$ cat src/rtl/uart_pkg.sv
// ----------------------------------------------------------------------------
// uart_pkg
//
// Shared definitions for the UART transmit path.
//   - txq_state_e : issue-controller FSM states (IDLE, ASSERT, WAIT_DONE)
//   - CLK_FREQ_DEFAULT / BAUD_RATE_DEFAULT : default system clock and baud
//   - clkcount() : system clock cycles per bit-clock period; the transmitter
//     and the queue both derive their timing from this so they stay in step.
// ----------------------------------------------------------------------------
package uart_pkg;

  localparam int unsigned CLK_FREQ_DEFAULT  = 1000000;
  localparam int unsigned BAUD_RATE_DEFAULT = 9600;

  typedef enum logic [1:0] {
    IDLE      = 2'd0,
    ASSERT    = 2'd1,
    WAIT_DONE = 2'd2
  } txq_state_e;

  // Integer division matches the transmitter's own bit-clock divider.
  function automatic int unsigned clkcount(input int unsigned clkFreq,
                                           input int unsigned baudRate);
    return clkFreq / baudRate;
  endfunction

endpackage

$ cat src/rtl/uart_sync_fifo.sv
// ----------------------------------------------------------------------------
// uart_sync_fifo
//
// Single-clock FIFO with first-word-fall-through read data.
// Ports:
//   clk      in   system clock
//   rst      in   synchronous active-low reset (empties the FIFO)
//   push_i   in   write data_i this cycle (ignored when full)
//   data_i   in   write data
//   pop_i    in   discard the head entry this cycle (ignored when empty)
//   data_o   out  head entry, valid whenever empty_o is low
//   full_o   out  level_o == DEPTH
//   empty_o  out  level_o == 0
//   level_o  out  entries currently stored
// DEPTH must be a power of two so the pointers wrap by plain overflow.
// ----------------------------------------------------------------------------
module uart_sync_fifo #(
  parameter int unsigned DEPTH = 16,
  parameter int unsigned WIDTH = 8
) (
  input  logic                     clk,
  input  logic                     rst,
  input  logic                     push_i,
  input  logic [WIDTH-1:0]         data_i,
  input  logic                     pop_i,
  output logic [WIDTH-1:0]         data_o,
  output logic                     full_o,
  output logic                     empty_o,
  output logic [$clog2(DEPTH):0]   level_o
);

  localparam int unsigned AW = $clog2(DEPTH);

  logic [WIDTH-1:0] mem_q [DEPTH];
  logic [AW-1:0]    wrPtr_q, wrPtr_d;
  logic [AW-1:0]    rdPtr_q, rdPtr_d;
  logic [AW:0]      count_q, count_d;
  logic             doPush, doPop;

  assign full_o  = (count_q == (AW+1)'(DEPTH));
  assign empty_o = (count_q == '0);
  assign level_o = count_q;
  assign data_o  = mem_q[rdPtr_q];

  assign doPush = push_i && !full_o;
  assign doPop  = pop_i && !empty_o;

  // Pointer and occupancy next-state; a simultaneous push and pop leaves
  // the count untouched.
  always_comb begin
    wrPtr_d = doPush ? wrPtr_q + 1'b1 : wrPtr_q;
    rdPtr_d = doPop  ? rdPtr_q + 1'b1 : rdPtr_q;
    count_d = count_q;
    if (doPush && !doPop) begin
      count_d = count_q + 1'b1;
    end else if (doPop && !doPush) begin
      count_d = count_q - 1'b1;
    end
  end

  always_ff @(posedge clk) begin
    if (!rst) begin
      wrPtr_q <= '0;
      rdPtr_q <= '0;
      count_q <= '0;
    end else begin
      wrPtr_q <= wrPtr_d;
      rdPtr_q <= rdPtr_d;
      count_q <= count_d;
    end
  end

  // Storage needs no reset: stale contents are never visible because
  // emptiness is tracked by count_q.
  always_ff @(posedge clk) begin
    if (doPush) begin
      mem_q[wrPtr_q] <= data_i;
    end
  end

endmodule

$ cat src/rtl/uart_tx_queue.sv
// ----------------------------------------------------------------------------
// uart_tx_queue
//
// Byte queue and issue controller in front of the UART transmitter. Host bytes
// are accepted over a valid/ready handshake into a DEPTH-entry FIFO and handed
// one at a time to the transmitter: newd is held for HOLD_CYCLES clocks so the
// slow bit clock is sure to see it, then the controller waits for a rising
// edge on donetx before issuing the next byte.
//
// Ports:
//   clk          in   system clock
//   rst          in   synchronous active-low reset
//   s_valid      in   host byte valid
//   s_data       in   host byte
//   s_ready      out  queue can accept (low while full or in reset)
//   newd         out  new-data request to the transmitter
//   dintx        out  byte presented to the transmitter
//   donetx       in   transmitter frame-done level
//   level        out  bytes currently queued
//   busy         out  controller is not in IDLE
//   sent         out  one-cycle pulse per completed frame
//   timeout_err  out  sticky watchdog flag
//
// Optional feature: define UART_TXQ_TIMEOUT_EN to enable a watchdog in
// WAIT_DONE. After TIMEOUT_CYCLES without a donetx edge the byte is dropped,
// timeout_err is set and the controller returns to IDLE. Without the macro
// timeout_err is tied low and WAIT_DONE waits indefinitely.
// ----------------------------------------------------------------------------
module uart_tx_queue
  import uart_pkg::*;
#(
  parameter int unsigned CLK_FREQ       = CLK_FREQ_DEFAULT,
  parameter int unsigned BAUD_RATE      = BAUD_RATE_DEFAULT,
  parameter int unsigned DEPTH          = 16,
  parameter int unsigned HOLD_CYCLES    = clkcount(CLK_FREQ, BAUD_RATE) + 2,
  parameter int unsigned TIMEOUT_CYCLES = 16 * clkcount(CLK_FREQ, BAUD_RATE)
) (
  input  logic                     clk,
  input  logic                     rst,
  input  logic                     s_valid,
  input  logic [7:0]               s_data,
  output logic                     s_ready,
  output logic                     newd,
  output logic [7:0]               dintx,
  input  logic                     donetx,
  output logic [$clog2(DEPTH):0]   level,
  output logic                     busy,
  output logic                     sent,
  output logic                     timeout_err
);

  localparam logic [31:0] HOLD_LAST = 32'(HOLD_CYCLES - 1);

  txq_state_e state_q;
  logic       newd_q;
  logic [7:0] dintx_q;
  logic       busy_q;
  logic       sent_q;
  logic       donePrev_q;
  logic [31:0] holdCnt_q, holdCnt_d;

  logic       fifoPush, fifoPop;
  logic       fifoFull, fifoEmpty;
  logic [7:0] fifoData;
  logic       doneRise;

  // Readiness looks only at the registered level, so a full queue refuses a
  // push even in a cycle where the controller pops.
  assign s_ready  = rst && !fifoFull;
  assign fifoPush = s_valid && s_ready;

  // The pop is issued in the same cycle the head byte is latched into dintx.
  assign fifoPop  = (state_q == IDLE) && !fifoEmpty;

  assign doneRise  = donetx && !donePrev_q;
  assign holdCnt_d = holdCnt_q + 32'd1;

  uart_sync_fifo #(
    .DEPTH (DEPTH),
    .WIDTH (8)
  ) u_fifo (
    .clk     (clk),
    .rst     (rst),
    .push_i  (fifoPush),
    .data_i  (s_data),
    .pop_i   (fifoPop),
    .data_o  (fifoData),
    .full_o  (fifoFull),
    .empty_o (fifoEmpty),
    .level_o (level)
  );

`ifdef UART_TXQ_TIMEOUT_EN
  localparam logic [31:0] TIMEOUT_LAST = 32'(TIMEOUT_CYCLES - 1);

  logic        timeoutErr_q;
  logic [31:0] waitCnt_q, waitCnt_d;

  assign waitCnt_d   = waitCnt_q + 32'd1;
  assign timeout_err = timeoutErr_q;
`else
  logic unusedTimeoutCfg;

  assign unusedTimeoutCfg = ^(32'(TIMEOUT_CYCLES));
  assign timeout_err      = 1'b0;
`endif

  // Issue controller. The donetx history register updates every cycle so
  // edges that occur outside WAIT_DONE are absorbed rather than remembered.
  always_ff @(posedge clk) begin
    if (!rst) begin
      state_q    <= IDLE;
      newd_q     <= 1'b0;
      dintx_q    <= 8'h00;
      busy_q     <= 1'b0;
      sent_q     <= 1'b0;
      donePrev_q <= 1'b0;
      holdCnt_q  <= '0;
`ifdef UART_TXQ_TIMEOUT_EN
      waitCnt_q    <= '0;
      timeoutErr_q <= 1'b0;
`endif
    end else begin
      donePrev_q <= donetx;
      sent_q     <= 1'b0;
      case (state_q)
        IDLE: begin
          if (!fifoEmpty) begin
            dintx_q   <= fifoData;
            newd_q    <= 1'b1;
            busy_q    <= 1'b1;
            holdCnt_q <= '0;
            state_q   <= ASSERT;
          end
        end
        ASSERT: begin
          if (holdCnt_q == HOLD_LAST) begin
            newd_q  <= 1'b0;
            state_q <= WAIT_DONE;
`ifdef UART_TXQ_TIMEOUT_EN
            waitCnt_q <= '0;
`endif
          end else begin
            holdCnt_q <= holdCnt_d;
          end
        end
        WAIT_DONE: begin
          if (doneRise) begin
            sent_q  <= 1'b1;
            busy_q  <= 1'b0;
            state_q <= IDLE;
          end
`ifdef UART_TXQ_TIMEOUT_EN
          else if (waitCnt_q == TIMEOUT_LAST) begin
            timeoutErr_q <= 1'b1;
            busy_q       <= 1'b0;
            state_q      <= IDLE;
          end else begin
            waitCnt_q <= waitCnt_d;
          end
`endif
        end
        default: begin
          newd_q  <= 1'b0;
          busy_q  <= 1'b0;
          state_q <= IDLE;
        end
      endcase
    end
  end

  assign newd  = newd_q;
  assign dintx = dintx_q;
  assign busy  = busy_q;
  assign sent  = sent_q;

endmodule

$ cat config.mk
export PLATFORM = sky130hd
export DESIGN_NAME = uart_tx_queue
export DESIGN_NICKNAME = d
export VERILOG_FILES = /design/src/rtl/uart_pkg.sv /design/src/rtl/uart_sync_fifo.sv /design/src/rtl/uart_tx_queue.sv
export SDC_FILE = /design/constraint.sdc
export NUM_CORES = 1
export LEC_CHECK = 0
export CELL_PAD_IN_SITES_DETAIL_PLACEMENT = 1
export CELL_PAD_IN_SITES_GLOBAL_PLACEMENT = 2
export CORE_ASPECT_RATIO = 0.75
export CORE_MARGIN = 1
export CORE_UTILIZATION = 44
export DETAILED_ROUTE_END_ITERATION = 16
export GPL_ROUTABILITY_DRIVEN = 0
export HOLD_SLACK_MARGIN = 0.06
export PLACE_DENSITY = 0.8
export RECOVER_POWER = 100
export REMOVE_ABC_BUFFERS = 1
export SYNTH_ARGS = -nofsm -noshare
export SYNTH_HDL_FRONTEND = slang
export SYNTH_SLANG_ARGS = --single-unit
$ cat constraint.sdc
create_clock -name clk -period 3.67 [get_ports clk]
set_input_delay 0.734 -clock clk [delete_from_list [all_inputs] [get_ports clk]]
set_output_delay 0.734 -clock clk [all_outputs]
set_load 0.05 [all_outputs]
# After elaboration in Yosys (flattened, before gate mapping)
# Memories as Yosys holds them, arrays and structs flattened. A register that Yosys moved wholly into a read port is not among the register bits.
# Cells that the tools add are included.
# op_classes
addsub	5
mul	0
div_mod_pow	0
order_cmp	0
n_eq_ne	8
n_shift	0
mux	17
bitwise_logic	3
reduce_logical	24
# op_table
cell	count
$mux W32	2
$pmux W32 S2	1
$add A32 B1 Y32 const B	1
$eq A32 B7 Y1 const B	1
$reduce_and A3 Y1	4
$mux W5	2
$add A4 B1 Y4 const B	2
$logic_and A1 B1 Y1	8
$ne A2 B2 Y1 const B	4
$logic_not A1 Y1	6
$mux W1	6
$mux W2	3
$pmux W1 S3	2
$pmux W2 S3	1
$add A5 B1 Y5 const B	1
$eq A5 B5 Y1 const B	1
$logic_not A5 Y1	1
$sub A5 B1 Y5 const B	1
$reduce_and A2 Y1	2
$reduce_bool A2 Y1	2
$not A1 Y1	3
$eq A2 B1 Y1 const B	1
$eq A2 B2 Y1 const B	1
$logic_not A2 Y1	1
# totals
ff_bits	51
latchBits	0
mem_bits_rw	128
romBits	0
in_bits	12
output_inout_bits	18
elab_cells	67
n_memories	1
# mem_list
name	words	width	read_ports	rd_clocked_by_memory_dff	wr	line_no	rtl
u_fifo.mem_q	16	8	1	1	1	uart_sync_fifo.sv:34	logic [WIDTH-1:0] mem_q [DEPTH];

# Longest topological paths before layout
# logic_depth
ltp_word	9
ltp_mapped	12
ltp_nobuf	11

# Cells and area by module
# Synthesis repeated with hierarchy kept, for this count alone.
# hier_totals
hier_cells	594
area_unflattened_um2	8154.1
# by_module_without_submodules
mod	instances	cells_each	area_each_um2	seq_area_each_um2
uart_sync_fifo	1	307	5750.5	4184.0
uart_tx_queue	1	287	2403.6	920.9

# Worst setup path before layout
# OpenSTA, ideal clock, no wires.
# synth_path
kind	flip-flop to flip-flop
startpoint	reg u_fifo.count_q[0], in the netlist u_fifo.level_o[0]
endpoint	reg u_fifo.count_q[4], in the netlist u_fifo.level_o[4]
setup_ns	0.076
arrival_ns	3.122
required_time_ns	3.594
slack_ns	0.472
stages_incl_launch_ff	13
path_buffers	1
period_less_slack_ns	3.198
cell_sequence	dfxtp_1 -> nor4_4 -> a211oi_2 -> inv_1 -> clkbuf_1 -> ha_1 -> inv_1 -> ha_1 -> a21o_1 -> a21oi_1 -> xnor2_1 -> or3_1 -> a21boi_0
# synth_via
elab_chain_len	8
word_cells_on_any_way	18
classes_between	add/sub: 2; eq/ne: 1; mux: 2; reduce/logical: 13
# synth_lines
element	line_no	rtl
start: declaration	uart_sync_fifo.sv:37	logic [AW:0] count_q, count_d;
start signal: assignment	uart_sync_fifo.sv:69	count_q <= count_d;
branches (longest 8 deep; another with $sub A5 B1 Y5)	n/a	
# Parallel ways; which one is timed is not known. The select of a mux whose other input is x is not followed.
# A chain may end at the register's enable or synchronous reset.

# Worst setup path after layout
# layout_path
startpoint	reg holdCnt_q[0]
endpoint	reg holdCnt_q[4]
# layout_via
elab_chain_len	3
word_cells_on_any_way	6
classes_between	add/sub: 1; eq/ne: 2; mux: 2; reduce/logical: 1
# layout_lines
element	line_no	rtl
start: declaration	uart_tx_queue.sv:60	logic [31:0] holdCnt_q, holdCnt_d;
start signal: assignment	uart_tx_queue.sv:144	holdCnt_q <= holdCnt_d;
$add A32 B1 Y32 or $eq A32 B7 Y1 (tied branches)	uart_tx_queue.sv:76, uart_tx_queue.sv:137	
$mux W32 or $ne A2 B2 Y1 (tied branches)	n/a	
$pmux W32 S2 or $reduce_and A3 Y1 (tied branches)	n/a	
# Several ways; a longest one is shown, not always the timed one. The select of a mux whose other input is x is not followed.

==> metrics.yaml <==
sta:
  setup_ws_ns: 0.678
  slew_headroom_pct: 5.96
  fin_skew_ns: 0.00729
  finalSetupTns_ns: 0
  setup_violations: 0
  drv_slew: 0
  fin_crit_sh_pct: 81.5
  post-route-min-period_ns: 2.99
  hold_violations: 0
  tightest_slew_ns: 1.41
  rsz0062_at_grt: "false"
  clock.fmax_mhz: 334
cts:
  clockBufferDepth: 2
  cts-root-buf: "clkbuf_16"
  cts_made_buffers: 17
  cts_tree: "built"
  htreeDepth: 4
  postCtsHoldBufs: 0
  clock-sinks: 187
  post_cts_buffers: 0
  post_cts_resized: 0
  worst_skew_pair.late_latency_ns: 0.42
  clkSlewWorstSetupHoldPaths_ns: 0.07
synth:
  synthCells: 553
  muxShareOfSynthArea_pct: 9.69
  syn_area_per_cell_um2: 14.2
  synth_compound_area_share_pct: 9.16
  yosysUniqueCellTypes: 55
  synthXorXnorAreaFrac_pct: 1.56
  seq_area_frac_synth_pct: 64.0
  synth_top_family_by_area: "simple AND/OR/NAND/NOR gates"
  yosys.area_share.simple_pct: 11.3
  synth_edf_count: 128
  yosys.area_share.adder_pct: 2.01
  synth-main-ff-cell: "edfxtp_1"
  synth_seq_cells: 187
  synthArstFlopShare_pct: 0
  yosysWarnings: 0
  netlist_area_mm2: 0.00785
cells_and_area:
  multi_input_area_mm2: 0.00265
  area_delta_synth_final_pct: 14.4
  nets: 619
  n_fill_cell: 1708
  final_common_cell: "edfxtp_1"
  antenna_cells: 0
  layout_common_cells: "128 x edfxtp_1, 58 x dfxtp_1, 35 x a21oi_1, 32 x mux4_2, 29 x nand2_1"
  postLayoutCellArea_mm2: 0.00898
  drive_gt1_share_pct: 13.7
  final-seq-area_mm2: 0.00503
critical_path:
  cp_num_buf_inv: 1
  worstPathArrival_ns: 3.29
  r2r_cells: 7
  crit_type: "reg -> reg"
  cp.depth: 7
  r2r-end: "holdCnt_q[4]$_SDFFE_PN0P_"
  crit_path_cell_trace: "ha_1 > nor4b_1 > nand4_1 > o21ai_0 > clkbuf_1 > a21oi_1 > a2bb2oi_1"
  timing.critical_path.to_type: "flop"
  path_delay_family: "compound AO/OA/AOI/OAI gates"
  crit_path_max_incr_delay_ns: 0.68
  worstPathRequired_ns: 3.97
  start_kind: "flop"
  critPathMaxFanout: 18
  worstSetupEndpoint: "holdCnt_q[4]$_SDFFE_PN0P_"
  cp_slowest_cell: "clkbuf_1"
  reg2reg_slack_ns: 0.68
  setup.worst_path.start: "holdCnt_q[0]$_SDFFE_PN0P_"
  crit-reg2reg-launch: "holdCnt_q[0]$_SDFFE_PN0P_"
placement:
  port_buffers: 28
  place_area_mm2: 0.00848
  hpwl_um: 12400
  dp_slack_ns: 0.396
global_routing:
  grt-ovfl-total: 0
  grt_usage_pct: 22.4
  grt_pass1_wl_um: 30100
  grt_pass1_vias: 5108
  grt_max_degree: 36
  antenna_found_initial: 0
pwr:
  power_density_mw_per_mm2: 681
  ir_worst_vdd_mv: 0.427
  p_leak_uw: 0.00297
worst_hold_path:
  hold_class: "reg -> reg"
drt:
  wl_per_cell_um: 22.6
  firstDrtPassIters: 5
  routed_wl_um: 19100
  vias: 4929
  drtIter0Drc: 363
  drc: 0
  ant_nets: 0
  viasPerCell: 5.85
die:
  initial_core_util_pct: 45.8
  core_area_mm2: 0.0171
  die_x_um: 156
  io_pins: 30
  die_y_um: 118
  rows: 41
  die-area_mm2: 0.0184
outcome:
  status: "completed"
flow_run:
  max_cap_violations: 0
synthesized netlist by cell type (all sizes together), types with 3 or more instances:
library cell    n  share of area, %
a21boi          3              0.29
a21o            4              0.38
a21oi          35               2.2
a22oi          16               1.5
a31o            8              0.89
a31oi           5              0.40
and2           15               1.2
and3            4              0.32
buf            14              0.94
clkbuf         14              0.69
dfxtp          59                15
edfxtp        128                49
ha             11               1.8
inv            12              0.57
mux2i           4              0.51
mux4           32               9.2
nand2          30               1.5
nand2b          5              0.40
nand3          15              0.96
nand4          14               1.3
nor2           26               1.2
nor2b           6              0.48
nor3           10              0.70
nor4            7               1.1
nor4b           3              0.33
o21ai          16               1.0
o22a            5              0.56
o31ai           7              0.67
or3             5              0.40
or4             6              0.57
xnor2           8              0.89
xor2            6              0.67
kinds of logic after synthesis:
logic type,Yosys count
compound gates,109
xor+xnor,14
other cells,1
mux,36
flops,187
simple gates,154
fa+ha+maj,12
buf+inv,40
metrics by stage:
step / utilization [%] / total power [µW] / hold slack [ns] / cells
4_1_cts: 53.0 / 6220 / 0.434 / 842
3_3_place_gp: 49.5 / 4300 / 0.405 / 812
5_1_grt: 52.4 / 6380 / 0.457 / 842
2_1_floorplan: - / 3720 / 0.398 / 525
3_5_place_dp: 49.5 / 4350 / 0.424 / 812
6_report: 52.4 / 6110 / 0.432 / 842
sequential cells by signal (all words and copies together), names as in the netlist:
register        count
busy                1
u_fifo.level_o      5
sent                1
newd                1
state_q             2
holdCnt_q          32
u_fifo.mem_q      128
u_fifo.wrPtr_q      4
dintx               8
u_fifo.rdPtr_q      4
donePrev_q          1
worst min-delay path by stage:
stage,cells after the start,from,slack (ns),end
floorplan,1,donePrev_q$_SDFF_PN0_,0.40,sent$_SDFF_PN0_
global placement,1,donePrev_q$_SDFF_PN0_,0.41,sent$_SDFF_PN0_
detailed placement,1,donePrev_q$_SDFF_PN0_,0.42,sent$_SDFF_PN0_
CTS,1,donePrev_q$_SDFF_PN0_,0.43,sent$_SDFF_PN0_
global route,1,donePrev_q$_SDFF_PN0_,0.46,sent$_SDFF_PN0_
finish,1,donePrev_q$_SDFF_PN0_,0.43,sent$_SDFF_PN0_
area by class of cell:
type	instances	share of cell area, %
clock inverter	13	1.84
tap	236	3.29
timing repair buffer	51	4.23
clock buffer	17	4.74
multi-input combinational	326	29.4
inverter	12	0.501
sequential	187	56.0
metal layers:
metal	vias up	wire [µm]	part of all wire [%]	global-route usage [%]
li1	2239	-	-	-
met1	2536	9210	48	33.3
met2	137	8640	45	33.1
met3	17	1030	5.4	5.30
met4	0	184	0.96	5.27
met5	-	0	0	0
report_power, final:
group,internal [µW],switching (µW),total (µW),leakage [µW]
Clock,1070,797,1870,0.000282
Sequential,2380,120,2500,0.00163
Combinational,661,1090,1750,0.00105
No activity file was read; power rests on OpenSTA's default activity.
